===== src/rtl/snake_pkg.sv =====
// rtl/snake_pkg.sv - shared types, grid defaults and direction helper for the snake step engine
package snake_pkg;

    typedef enum logic [1:0] {
        UP    = 2'd0,
        DOWN  = 2'd1,
        LEFT  = 2'd2,
        RIGHT = 2'd3
    } dir_t;

    typedef enum logic [2:0] {
        S_IDLE   = 3'd0,
        S_QUERY  = 3'd1,
        S_COMMIT = 3'd2,
        S_DONE   = 3'd3,
        S_DEAD   = 3'd4
    } step_state_t;

    localparam int GRID_W_DEF = 32;
    localparam int GRID_H_DEF = 24;

    function automatic logic is_opposite(input dir_t a, input dir_t b);
        return ((a == UP)   && (b == DOWN))  || ((a == DOWN)  && (b == UP)) ||
               ((a == LEFT) && (b == RIGHT)) || ((a == RIGHT) && (b == LEFT));
    endfunction

endpackage


===== src/rtl/snake_next_pos.sv =====
// rtl/snake_next_pos.sv - combinational next head cell; SNAKE_WALL_WRAP_EN selects edge wrap instead of wall death
module snake_next_pos
    import snake_pkg::*;
#(
    parameter int GRID_W = GRID_W_DEF,
    parameter int GRID_H = GRID_H_DEF,
    parameter int X_BITS = 5,
    parameter int Y_BITS = 5
) (
    input  logic [X_BITS-1:0] head_x,
    input  logic [Y_BITS-1:0] head_y,
    input  dir_t              dir,
    output logic [X_BITS-1:0] nxt_x,
    output logic [Y_BITS-1:0] nxt_y,
    output logic              off_grid
);

    localparam logic [X_BITS-1:0] X_MAX = X_BITS'(GRID_W - 1);
    localparam logic [Y_BITS-1:0] Y_MAX = Y_BITS'(GRID_H - 1);
`ifdef SNAKE_WALL_WRAP_EN
    localparam logic WALL = 1'b0;
`else
    localparam logic WALL = 1'b1;
`endif

    // Edge cells always produce the wrapped cell; WALL decides whether leaving is fatal.
    always_comb begin
        nxt_x    = head_x;
        nxt_y    = head_y;
        off_grid = 1'b0;
        case (dir)
            UP: begin
                if (head_y == '0) begin
                    nxt_y    = Y_MAX;
                    off_grid = WALL;
                end else begin
                    nxt_y = head_y - Y_BITS'(1);
                end
            end
            DOWN: begin
                if (head_y == Y_MAX) begin
                    nxt_y    = '0;
                    off_grid = WALL;
                end else begin
                    nxt_y = head_y + Y_BITS'(1);
                end
            end
            LEFT: begin
                if (head_x == '0) begin
                    nxt_x    = X_MAX;
                    off_grid = WALL;
                end else begin
                    nxt_x = head_x - X_BITS'(1);
                end
            end
            default: begin
                if (head_x == X_MAX) begin
                    nxt_x    = '0;
                    off_grid = WALL;
                end else begin
                    nxt_x = head_x + X_BITS'(1);
                end
            end
        endcase
    end

endmodule


===== src/rtl/snake_step.sv =====
// rtl/snake_step.sv - snake movement step engine on the tick handshake; SNAKE_WALL_WRAP_EN enables edge wrap
module snake_step
    import snake_pkg::*;
#(
    parameter int GRID_W   = GRID_W_DEF,
    parameter int GRID_H   = GRID_H_DEF,
    parameter int X_BITS   = 5,
    parameter int Y_BITS   = 5,
    parameter int LEN_BITS = 8,
    parameter int INIT_LEN = 3
) (
    input  logic                clk,
    input  logic                rst,
    input  logic                i_tick,
    output logic                o_tick_done,
    input  logic                i_up,
    input  logic                i_down,
    input  logic                i_left,
    input  logic                i_right,
    input  logic                i_restart,
    input  logic [X_BITS-1:0]   i_food_x,
    input  logic [Y_BITS-1:0]   i_food_y,
    output logic                o_query_valid,
    output logic [X_BITS-1:0]   o_query_x,
    output logic [Y_BITS-1:0]   o_query_y,
    input  logic                i_query_ack,
    input  logic                i_query_hit,
    output logic                o_advance,
    output logic                o_grow,
    output logic [X_BITS-1:0]   o_head_x,
    output logic [Y_BITS-1:0]   o_head_y,
    output logic [LEN_BITS-1:0] o_length,
    output logic                o_dead
);

    localparam logic [X_BITS-1:0]   CENTRE_X = X_BITS'(GRID_W / 2);
    localparam logic [Y_BITS-1:0]   CENTRE_Y = Y_BITS'(GRID_H / 2);
    localparam logic [LEN_BITS-1:0] LEN_INIT = LEN_BITS'(INIT_LEN);

    step_state_t         state_q, state_d;
    dir_t                dir_q, dir_d, pend_q, pend_d, btn;
    logic                btn_any, starting, off_grid, is_food;
    logic [X_BITS-1:0]   step_x, nxt_x_d, head_x_d;
    logic [Y_BITS-1:0]   step_y, nxt_y_d, head_y_d;
    logic [LEN_BITS-1:0] length_d;
    logic                query_valid_d, advance_d, grow_d, done_d, dead_d;

    snake_next_pos #(
        .GRID_W (GRID_W),
        .GRID_H (GRID_H),
        .X_BITS (X_BITS),
        .Y_BITS (Y_BITS)
    ) u_next_pos (
        .head_x   (o_head_x),
        .head_y   (o_head_y),
        .dir      (pend_q),
        .nxt_x    (step_x),
        .nxt_y    (step_y),
        .off_grid (off_grid)
    );

    assign starting = (state_q == S_IDLE) && i_tick && !i_restart;
    assign is_food  = (o_query_x == i_food_x) && (o_query_y == i_food_y);

    // Reversal is judged against the direction that will be committed this cycle.
    always_comb begin
        dir_d   = starting ? pend_q : dir_q;
        btn     = RIGHT;
        btn_any = 1'b1;
        if (i_up)         btn = UP;
        else if (i_down)  btn = DOWN;
        else if (i_left)  btn = LEFT;
        else if (i_right) btn = RIGHT;
        else              btn_any = 1'b0;
        pend_d = pend_q;
        if (i_restart) begin
            dir_d  = RIGHT;
            pend_d = RIGHT;
        end else if (btn_any && !is_opposite(btn, dir_d)) begin
            pend_d = btn;
        end
    end

    always_ff @(posedge clk or posedge rst) begin
        if (rst) state_q <= S_IDLE;
        else     state_q <= state_d;
    end

    always_comb begin
        state_d = state_q;
        if (i_restart) begin
            state_d = i_tick ? S_DONE : S_IDLE;
        end else begin
            case (state_q)
                S_IDLE:   if (i_tick) state_d = off_grid ? S_DONE : S_QUERY;
                S_QUERY:  if (i_query_ack) state_d = i_query_hit ? S_DONE : S_COMMIT;
                S_COMMIT: state_d = S_DONE;
                S_DONE:   if (!i_tick) state_d = o_dead ? S_DEAD : S_IDLE;
                S_DEAD:   if (i_tick) state_d = S_DONE;
                default:  state_d = S_IDLE;
            endcase
        end
    end

    // Next values of the registered outputs, decoded from the state being entered.
    always_comb begin
        query_valid_d = (state_d == S_QUERY);
        advance_d     = (state_d == S_COMMIT);
        grow_d        = advance_d && is_food;
        done_d        = (state_d == S_DONE);
        nxt_x_d       = starting ? step_x : o_query_x;
        nxt_y_d       = starting ? step_y : o_query_y;
        head_x_d      = o_head_x;
        head_y_d      = o_head_y;
        length_d      = o_length;
        dead_d        = o_dead;
        if (i_restart) begin
            head_x_d = CENTRE_X;
            head_y_d = CENTRE_Y;
            length_d = LEN_INIT;
            dead_d   = 1'b0;
        end else begin
            if (starting && off_grid) dead_d = 1'b1;
            if ((state_q == S_QUERY) && i_query_ack && i_query_hit) dead_d = 1'b1;
            if (advance_d) begin
                head_x_d = o_query_x;
                head_y_d = o_query_y;
                if (grow_d && (o_length != '1)) length_d = o_length + LEN_BITS'(1);
            end
        end
    end

    always_ff @(posedge clk or posedge rst) begin
        if (rst) begin
            dir_q         <= RIGHT;
            pend_q        <= RIGHT;
            o_query_valid <= 1'b0;
            o_query_x     <= CENTRE_X;
            o_query_y     <= CENTRE_Y;
            o_advance     <= 1'b0;
            o_grow        <= 1'b0;
            o_tick_done   <= 1'b0;
            o_head_x      <= CENTRE_X;
            o_head_y      <= CENTRE_Y;
            o_length      <= LEN_INIT;
            o_dead        <= 1'b0;
        end else begin
            dir_q         <= dir_d;
            pend_q        <= pend_d;
            o_query_valid <= query_valid_d;
            o_query_x     <= nxt_x_d;
            o_query_y     <= nxt_y_d;
            o_advance     <= advance_d;
            o_grow        <= grow_d;
            o_tick_done   <= done_d;
            o_head_x      <= head_x_d;
            o_head_y      <= head_y_d;
            o_length      <= length_d;
            o_dead        <= dead_d;
        end
    end

endmodule


===== config.mk =====
export PLATFORM = sky130hd
export DESIGN_NAME = snake_step
export DESIGN_NICKNAME = d
export VERILOG_FILES = /design/src/rtl/snake_pkg.sv /design/src/rtl/snake_next_pos.sv /design/src/rtl/snake_step.sv
export SDC_FILE = /design/constraint.sdc
export NUM_CORES = 1
export LEC_CHECK = 0
export ABC_CLOCK_PERIOD_IN_PS = 6700
export CAP_MARGIN = 20
export CELL_PAD_IN_SITES_DETAIL_PLACEMENT = 1
export CELL_PAD_IN_SITES_GLOBAL_PLACEMENT = 1
export CORE_AREA = 5 5 71 105
export DETAILED_ROUTE_END_ITERATION = 10
export DIE_AREA = 0 0 76 110
export HOLD_SLACK_MARGIN = 0.02
export PLACE_DENSITY = 0.9
export SKIP_LAST_GASP = 1
export SLEW_MARGIN = 20
export SYNTH_ARGS = -nofsm -noshare
export SYNTH_HDL_FRONTEND = slang
export SYNTH_HIERARCHICAL = 1
export SYNTH_SLANG_ARGS = --single-unit

===== constraint.sdc =====
create_clock -name clk -period 6.7 [get_ports clk]
set_input_delay 1.34 -clock clk [delete_from_list [all_inputs] [get_ports clk]]
set_output_delay 1.34 -clock clk [all_outputs]
set_load 0.02 [all_outputs]

==> flow_summary.yaml, run 1 <==
routing:
  ant_nets: 0
  first_pass_iters: 4
  wl_mm: 7.634
  drt_iter0_markers: 72
  drc_errors: 0
  vias: 2430
  wl_per_cell_um: 17.88
  viasPerCell: 5.691
floorplan:
  fp.dieH_um: 110
  io_pins: 53
  rows: 36
  die_w_um: 76
  start_util_pct: 39.65
  core_um2: 6441
  die_area_um2: 8360
placed_design:
  postPlaceCellArea_um2: 3107
  place.gp.congestion: 0.8160
  portBuffers: 52
  pre_cts_slack_ps: 2499
  hpwlAfterDp_mm: 5.713
final_layout:
  fin_nets: 376
  syn_to_final_growth_pct: 25.87
  design_area_um2: 3214
  diodes: 0
  n_fill_cell: 786
  layout-drive-gt1-share_pct: 9.972
timing:
  rsz0062_at_grt: "false"
  final_hold_viol_count: 0
  finalCritPeriodShare_pct: 59.11
  fin_setup_tns_ps: 0
  worstMarginPinSlew_ps: 822.6
  fmax_mhz: 252.5
  setup_viol: 0
  finalClockSkew_ps: 10.32
  finalCriticalPeriod_ps: 3960
  drv_slew: 0
  fin_ws_ps: 2740
  slew_headroom_pct: 44.99
synthesis:
  synth-warning-count: 6
  syn_avg_cell_area_um2: 8.400
  synth_top_area_share_pct: 27.44
  syn_nets: 330
  synth_edf_count: 0
  synth_cell_type_count: 58
  synth_seq_area_share_pct: 39.78
  post-synth-top-area-cell: "dfrtp_1"
  netlist_area_um2: 2554
  ys.flop_type: "dfrtp_1"
  syn_inst: 304
  synth_area_leaders: "dfrtp_1, dfstp_2, nand2_1"
  synthArstFlopShare_pct: 100.0
  yosysMostFrequentCell: "nand2_1"
  synth_common_cells: "nand2_1, dfrtp_1, o21ai_0, nor2_1, inv_1"
  ys_ff_latch: 40
global_route:
  grt_max_degree: 41
  grt_overflow: 0
  grt_antenna_before_repair: 0
  grt_pass1_wl_mm: 12.52
  track_usage_pct: 18.23
  grt_pass1_vias: 2615
setup_path:
  crit_type: "in2reg"
  crit_family: "simple AND/OR/NAND/NOR gates"
  max_stage_delay_ps: 830
  worstRegToRegCells: 11
  worstPathRequired_ps: 6900
  critPathBufInv: 1
  endpoint_kind: "flop"
  crit_slowest_cell: "clkdlybuf4s50_1"
  reg2reg_from: "o_head_y[0]$_DFFE_PP0P_"
  crit_chain: "clkdlybuf4s50_1 -> nor4_2 -> and2_1 -> a21oi_2 -> a22oi_1 -> a21boi_1 -> or4_1"
  start_kind: "input port"
  ff2ff_setup_slack_ps: 3490
  crit_path_start: "i_restart"
  crit_fanout: 23
  regToRegEndpoint: "o_length[5]$_DFFE_PP0P_"
  arrival_ps: 4160
  worstSetupEndpoint: "pend_q[0]$_DFFE_PP1P_"
  crit_cells: 7
clock_network:
  cts-hold-fix-buffers: 0
  clk_latency_ps: 300
  cts_max_level: 2
  cts_root_buffer: "clkbuf_8"
  post_cts_resized: 0
  cts_buffers: 5
  cts_tree: "built"
  clockBufferDepth: 2
  clk_pin_slew_ps: 80
  clkSinkCount: 40
  cts_setup_buffers: 0
pwr:
  p_leak_nw: 1.355
  ir_worst_vdd_mv: 0.1698
  pwr_density_cell_nw_per_um2: 264.8
  power_mw: 0.8512
flow_run:
  cap_violations: 0
min_path:
  timing.hold.worst.class: "reg2reg"
status:
  status: "completed"
==> power by group <==
group	internal, mW	switching (mW)	total (mW)
combinational	0.136	0.155	0.291
sequential	0.292	0.0709	0.362
clock	0.111	0.0870	0.198
total	0.538	0.313	0.851
==> cell families after synthesis <==
group	Yosys count	synth area share, %
muxes	9	3.773
DFF	40	39.78
AOI/OAI and AO/OA	65	16.07
and+or+nand+nor	141	27.34
buffers and inverters	28	4.948
adders and majority gates	6	2.940
xor gates and xnor gates	15	5.144
==> layer usage <==
metal / track usage [%] / vias up / routed length [µm]
met5: 0 / - / 0
met4: 6.489 / 0 / 195
met3: 2.764 / 18 / 231
met2: 34.80 / 52 / 4045
met1: 20.34 / 1209 / 3161
li1: - / 1151 / -
==> area by class of cell <==
class                      instances  area, µm²  share of cell area, %
clock buffer                       6      72.57                  2.258
clock inverter                     2      35.03                  1.090
inverter                          14      52.55                  1.635
multi-input combinational        236       1415                  44.03
sequential                        40       1016                  31.61
tap                               76      95.09                  2.958
timing repair buffer              53      528.0                  16.43
==> worst reg2reg max path, cell delays in order (launching register included) <==
cell and delay, ps:
dfrtp_1 470, inv_1 100, ha_1 200, or4b_4 500, nor2_1 170, nor3_1 70
a21oi_1 320, o211ai_1 200, o31ai_2 120, nand3_2 210, or4_1 450, mux2_1 320
==> stage by stage <==
stage          std cells  utilization, %  hold slack, ps
2_1_floorplan        304               -           485.6
4_1_cts              427           49.90           513.7
3_5_place_dp         419           48.23           490.0
3_3_place_gp         419           48.17           488.8
6_report             427           49.90           511.6
5_1_grt              427           49.90           532.1
==> sequential cells by signal, summed over array words and instances (netlist names) <==
signal,cells
o_length,8
o_head_x,5
o_head_y,5
o_query_x,5
o_query_y,5
state_q,3
dir_q,2
pend_q,2
o_advance,1
o_dead,1
o_grow,1
o_query_valid,1
o_tick_done,1
==> layout by cell type, fill, tap and decap left out, types with 3 or more instances in the layout <==
cell type        netlist  layout
xor2_1                 4       4
dfrtp_1               28      28
and3_1                 4       4
nand2b_1               4       4
clkdlybuf4s50_1        0      52
inv_1                 13      13
nor2b_1                9       9
nand3_1                9       9
nor2_1                19      19
mux2i_1                4       4
a21oi_1               10       9
clkbuf_8               0       5
o21ai_1                3       3
o22ai_1                3       3
dfstp_2               12      12
nand4_1                7       7
ha_1                   6       6
nor3_1                 7       7
a21oi_2                2       3
xnor2_1               11      11
o21ai_0               24      24
nand2_1               64      64
mux2_2                 4       4
==> worst min path at each step <==
stage / start / endpoint / depth (start not counted)
2_1_floorplan: pend_q[0]$_DFFE_PP1P_ / dir_q[0]$_DFF_PP1_ / 2
3_3_place_gp: o_query_y[2]$_DFFE_PP1N_ / o_query_y[2]$_DFFE_PP1N_ / 2
3_5_place_dp: o_query_y[2]$_DFFE_PP1N_ / o_query_y[2]$_DFFE_PP1N_ / 2
4_1_cts: o_query_y[2]$_DFFE_PP1N_ / o_query_y[2]$_DFFE_PP1N_ / 2
5_1_grt: o_query_x[4]$_DFFE_PP1N_ / o_query_x[4]$_DFFE_PP1N_ / 2
6_report: o_query_y[2]$_DFFE_PP1N_ / o_query_y[2]$_DFFE_PP1N_ / 2
Power figures use the tool's default switching activity.
==> run 2: changes to the inputs <==
Settings changed: ABC_CLOCK_PERIOD_IN_PS 6700 to 4000, CORE_AREA 5 5 71 105 to 5 5 73 109, DIE_AREA 0 0 76 110 to 0 0 78 114, PLACE_DENSITY 0.9 to 0.86.
Clock period 6.7 ns to 4 ns, I/O delays scaled along.
==> run 2 against run 1 <==
  * Final cell count grew 1.6%
  * Sequential power grew 66%
  * Highest routed layer unchanged
  * Largest cell class unchanged
  * Global-route usage shrank 0.66 points
==> flow_summary.yaml, run 2 (synthesized netlist as in run 1, its figures left out) <==
timing:
  final_hold_viol_count: 0
  fmax_mhz: 325.1
  finalCriticalPeriod_ps: 3076
  fin_setup_tns_ps: 0
  slew_headroom_pct: 58.83
  setup_viol: 0
  finalClockSkew_ps: 6.762
  worstMarginPinSlew_ps: 616.0
  fin_ws_ps: 924.4
  drv_slew: 0
  finalCritPeriodShare_pct: 76.89
  rsz0062_at_grt: "false"
  holdWs_ps: 504.0
final_layout:
  design_area_um2: 3263
  layout_commonest_cell: "nand2_1"
  finalNonFillerCells: 434
  diodes: 0
  syn_to_final_growth_pct: 27.78
  layout-drive-gt1-share_pct: 10.45
  largest_reg_flops: 8
  regArea_um2: 1016
  final_cell_mix: "nand2_1, clkdlybuf4s50_1, dfrtp_1, o21ai_0, nor2_1"
  multi_input_area_um2: 1411
  largest-register: "o_length"
  n_fill_cell: 829
  final_util_pct: 46.69
  fin_nets: 379
placed_design:
  hpwlAfterDp_mm: 5.531
  portBuffers: 52
  pre_cts_slack_ps: 856.8
  dp.cells: 426
  place.gp.congestion: 0.8561
  postPlaceCellArea_um2: 3131
floorplan:
  fp.dieH_um: 114
  core_um2: 6989
  die_w_um: 78
  start_util_pct: 36.54
  die_area_um2: 8892
  rows: 38
  io_pins: 53
routing:
  vias: 2460
  wl_per_cell_um: 17.48
  wl_mm: 7.585
  viasPerCell: 5.668
  drt_iter0_markers: 146
  ant_nets: 0
  drc_errors: 0
  first_pass_iters: 4
setup_path:
  crit_fanout: 22
  endpoint_kind: "flop"
  arrival_ps: 3260
  start_kind: "flop"
  worstPathRequired_ps: 4180
  crit_type: "reg2reg"
  regToRegEndpoint: "o_length[5]$_DFFE_PP0P_"
  reg2reg_from: "pend_q[1]$_DFFE_PP1P_"
  worstRegToRegCells: 9
  ff2ff_setup_slack_ps: 920
pwr:
  pwr-share-clk_pct: 26.6
  power_mw: 1.486
  pwr-share-comb_pct: 32.9
  seq_power_share_pct: 40.5
  p_leak_nw: 1.380
  pwr_density_cell_nw_per_um2: 455.3
  p_sw_share_pct: 34.78
  p_sw_mw: 0.5167
  internal_power_mw: 0.9689
  ir_worst_vdd_mv: 0.2156
clock_network:
  post_cts_resized: 0
  clkSinkCount: 40
  cts_setup_buffers: 0
  cts_max_level: 2
  cts_buffers: 5
  cts-hold-fix-buffers: 0
  cts_tree: "built"
  clockBufferDepth: 2
  clk_pin_slew_ps: 80
  clk_latency_ps: 290
  cts_root_buffer: "clkbuf_8"
global_route:
  grt_antenna_before_repair: 0
  grt_pass1_vias: 2636
  grt_pass1_wl_mm: 12.81
  grt_overflow: 0
  grt_max_degree: 41
  track_usage_pct: 17.57
flow_run:
  cap_violations: 0
min_path:
  timing.hold.worst.class: "reg2reg"
  whs_endpoint: "o_head_x[4]$_DFFE_PP1P_"
  min-delay-start: "o_query_x[4]$_DFFE_PP1N_"
  min_path_cells: 2
status:
  status: "completed"
## run 2: changes by cell type in the layout (fill, tap and decap cells not counted)
cell | before | now
a21oi_1 | 9 | 10
buf_4 | 1 | 4
a21oi_2 | 3 | 2
clkinv_2 | 1 | 0
bufinv_16 | 1 | 2
## run 2: final cells by class
class / count / share of cell area [%]
clock buffers: 6 / 2.224
repair buffers: 56 / 16.87
clock inverters: 2 / 1.840
flip-flops and latches: 40 / 31.13
multi-input cells: 236 / 43.25
inverters: 14 / 1.610
well taps: 80 / 3.067
## run 2: how the worst max path moves through the flow
stage / from / to / slack, ps / cells past startpoint
global placement: i_restart / pend_q[0]$_DFFE_PP1P_ / 970 / 7
detailed placement: i_restart / pend_q[0]$_DFFE_PP1P_ / 860 / 7
global route: o_head_y[0]$_DFFE_PP0P_ / o_length[5]$_DFFE_PP0P_ / 780 / 11
CTS: o_head_y[0]$_DFFE_PP0P_ / o_length[5]$_DFFE_PP0P_ / 970 / 11
floorplan: o_head_y[0]$_DFFE_PP0P_ / o_length[5]$_DFFE_PP0P_ / 1210 / 11
finish: pend_q[1]$_DFFE_PP1P_ / o_length[5]$_DFFE_PP0P_ / 920 / 9
## run 2: metal layers
metal / track usage (%) / up-vias / wire [µm]
li1: - / 1157 / -
met1: 20.96 / 1225 / 3105
met2: 32.18 / 67 / 4059
met3: 2.607 / 11 / 302
met4: 5.073 / 0 / 118
met5: 0 / - / 0
## run 2: worst max-delay path, cell delays in order (launching register included)
cell,delay [ps]
dfstp_2,800
nor2b_1,310
and4b_1,310
nor3_1,80
a21oi_1,260
o211ai_1,170
o31ai_2,100
nand3_2,180
or4_1,430
mux2_1,320
## run 2: power by group through the flow
stage                     combinational, mW  sequential (mW)  clock [mW]
after floorplan                       0.240            0.637           0
after global placement                0.478            0.606           0
after detailed placement              0.488            0.611           0
after CTS                             0.494            0.604       0.404
after global routing                  0.530            0.621       0.422
final                                 0.489            0.602       0.395
==> run 3: changes to the inputs <==
Settings changed: ABC_CLOCK_PERIOD_IN_PS 4000 to 2650, CORE_AREA 5 5 73 109 to 5 5 77 115, DIE_AREA 0 0 78 114 to 0 0 82 120, PLACE_DENSITY 0.86 to 0.81.
Clock period 4 ns to 2.65 ns, I/O delays scaled along.
==> run 3 against run 2 <==
  * The flow now finishes with violations (negative setup slack)
  * Final cell count is 13% higher
  * Sequential power grew 43%
  * Critical path depth is 2 higher
  * Clock skew fell by 2.7 ps
  * Via count is 4.8% higher
  * Sequential cell count unchanged
  * Sequential share of layout area is 2.8 points lower
  * Wire length is 12% higher
  * Die area grew 11%
  * Largest power group is now combinational logic
  * Largest cell class unchanged
  * Global-route usage up 1.1 points
  * Register-to-register slack worse by 940 ps
  * Hold slack lost 14 ps
==> flow_summary.yaml, run 3 (synthesized netlist as in run 1, its figures left out) <==
status:
  status: "complete, but fails checks"
  violations: "negative setup slack"
timing:
  worstMarginPinSlew_ps: 574.0
  setup_viol: 1
  holdWs_ps: 490.1
  fin_ws_ps: -15.94
  finalClockSkew_ps: 4.047
  rsz0062_at_grt: "true"
  fmax_mhz: 375.1
  drv_slew: 0
  slew_headroom_pct: 61.69
  fin_setup_tns_ps: -15.94
  finalCritPeriodShare_pct: 100.6
  finalCriticalPeriod_ps: 2666
  final_hold_viol_count: 0
clock_network:
  clk_pin_slew_ps: 60
  cts-hold-fix-buffers: 0
  clkSinkCount: 40
  cts_tree: "built"
  cts_root_buffer: "clkbuf_16"
  clockBufferDepth: 2
  clk_latency_ps: 300
  cts_buffers: 5
  cts_max_level: 2
floorplan:
  fp.dieH_um: 120
  start_util_pct: 32.71
  rows: 40
  io_pins: 53
  core_um2: 7807
  die_area_um2: 9840
  die_w_um: 82
setup_path:
  ff2ff_setup_slack_ps: -20
  crit_type: "reg2reg"
  endpoint_kind: "flop"
  start_kind: "flop"
  crit_fanout: 2
  worstPathRequired_ps: 2830
  arrival_ps: 2850
final_layout:
  layout-drive-gt1-share_pct: 21.35
  largest_reg_flops: 8
  largest-register: "o_length"
  final_cell_mix: "nand2_1, clkdlybuf4s50_1, buf_4, dfrtp_1, o21ai_0"
  diodes: 0
  syn_to_final_growth_pct: 40.86
  final_util_pct: 46.07
  fin_nets: 409
  layout_commonest_cell: "nand2_1"
routing:
  wl_mm: 8.493
  wl_per_cell_um: 17.37
  ant_nets: 0
  drc_errors: 0
  first_pass_iters: 4
  vias: 2579
  viasPerCell: 5.274
  drt_iter0_markers: 123
pwr:
  pwr-share-clk_pct: 26.7
  p_sw_share_pct: 36.54
  power_mw: 2.369
  pwr_density_cell_nw_per_um2: 658.4
  internal_power_mw: 1.503
  pwr-share-comb_pct: 37.0
  ir_worst_vdd_mv: 0.4522
  seq_power_share_pct: 36.3
  p_sw_mw: 0.8654
  p_leak_nw: 1.524
global_route:
  grt_pass1_vias: 2830
  grt_antenna_before_repair: 0
  grt_overflow: 0
  grt_pass1_wl_mm: 14.11
  grt_max_degree: 41
  track_usage_pct: 18.62
min_path:
  timing.hold.worst.class: "reg2reg"
placed_design:
  place.gp.congestion: 0.8857
  portBuffers: 52
  hpwlAfterDp_mm: 6.065
flow_run:
  cap_violations: 0
[run 3: stage by stage]
step                cell area [µm²]  instances  worst slack (ps)
finish                         3597        489            -15.94
global placement               3332        473             34.68
detailed placement             3332        473            -115.2
floorplan                      2559        304            -74.99
CTS                            3566        487             31.49
global route                   3597        489            -81.26
[run 3: area by class of cell]
cell class	instances	area, µm²
fill	946	4210
multi-input combinational	236	1470
sequential	40	1018
timing repair buffer	86	775.7
tap	105	131.4
clock buffer	5	125.1
inverter	14	52.55
clock inverter	3	23.77
[run 3: what timing repair did]
item	4_1_cts	5_1_grt
cloned	0	0
gates resized for setup	10	5
setup endpoints to repair	4	12
pin swaps	2	2
buffers inserted	6	2
[run 3: path summary, 6_finish.rpt]
check                      depth (start not counted)                        to                startpoint
max                                               11   o_length[5]$_DFFE_PP0P_   o_head_y[1]$_DFFE_PP0P_
min                                                2  o_query_y[3]$_DFFE_PP1N_  o_query_y[3]$_DFFE_PP1N_
max reg2reg                                       11   o_length[5]$_DFFE_PP0P_   o_head_y[1]$_DFFE_PP0P_
min reg2reg                                        2  o_query_y[3]$_DFFE_PP1N_  o_query_y[3]$_DFFE_PP1N_
max in group asynchronous                          3   o_head_y[0]$_DFFE_PP0P_                       rst
min in group asynchronous                          3   o_length[4]$_DFFE_PP0P_                       rst
[run 3: power by group through the flow]
stage	combinational, mW	sequential [mW]	clock [mW]
after global placement	0.824	0.866	0
after detailed placement	0.841	0.872	0
final	0.876	0.861	0.632
after CTS	0.871	0.864	0.646
after floorplan	0.362	0.962	0
after global routing	0.950	0.880	0.678
[run 3: worst max-delay path, stage by stage, from the launching register on]
cell and delay, ps:
dfrtp_2 420, inv_2 80, ha_4 120, or4b_4 480
nor2_4 110, nor3_2 50, a21oi_2 160, o211ai_1 140
o31ai_2 100, nand3_2 120, or4_4 450, mux2_4 310
[run 3: per-layer routing]
layer	wire, µm	part of all wire (%)	global-route usage [%]	up-vias
met2	4740	56	33.86	49
met3	284	3.3	3.303	10
met4	158	1.9	6.757	0
met1	3310	39	20.92	1300
met5	0	0	0	-
li1	-	-	-	1220
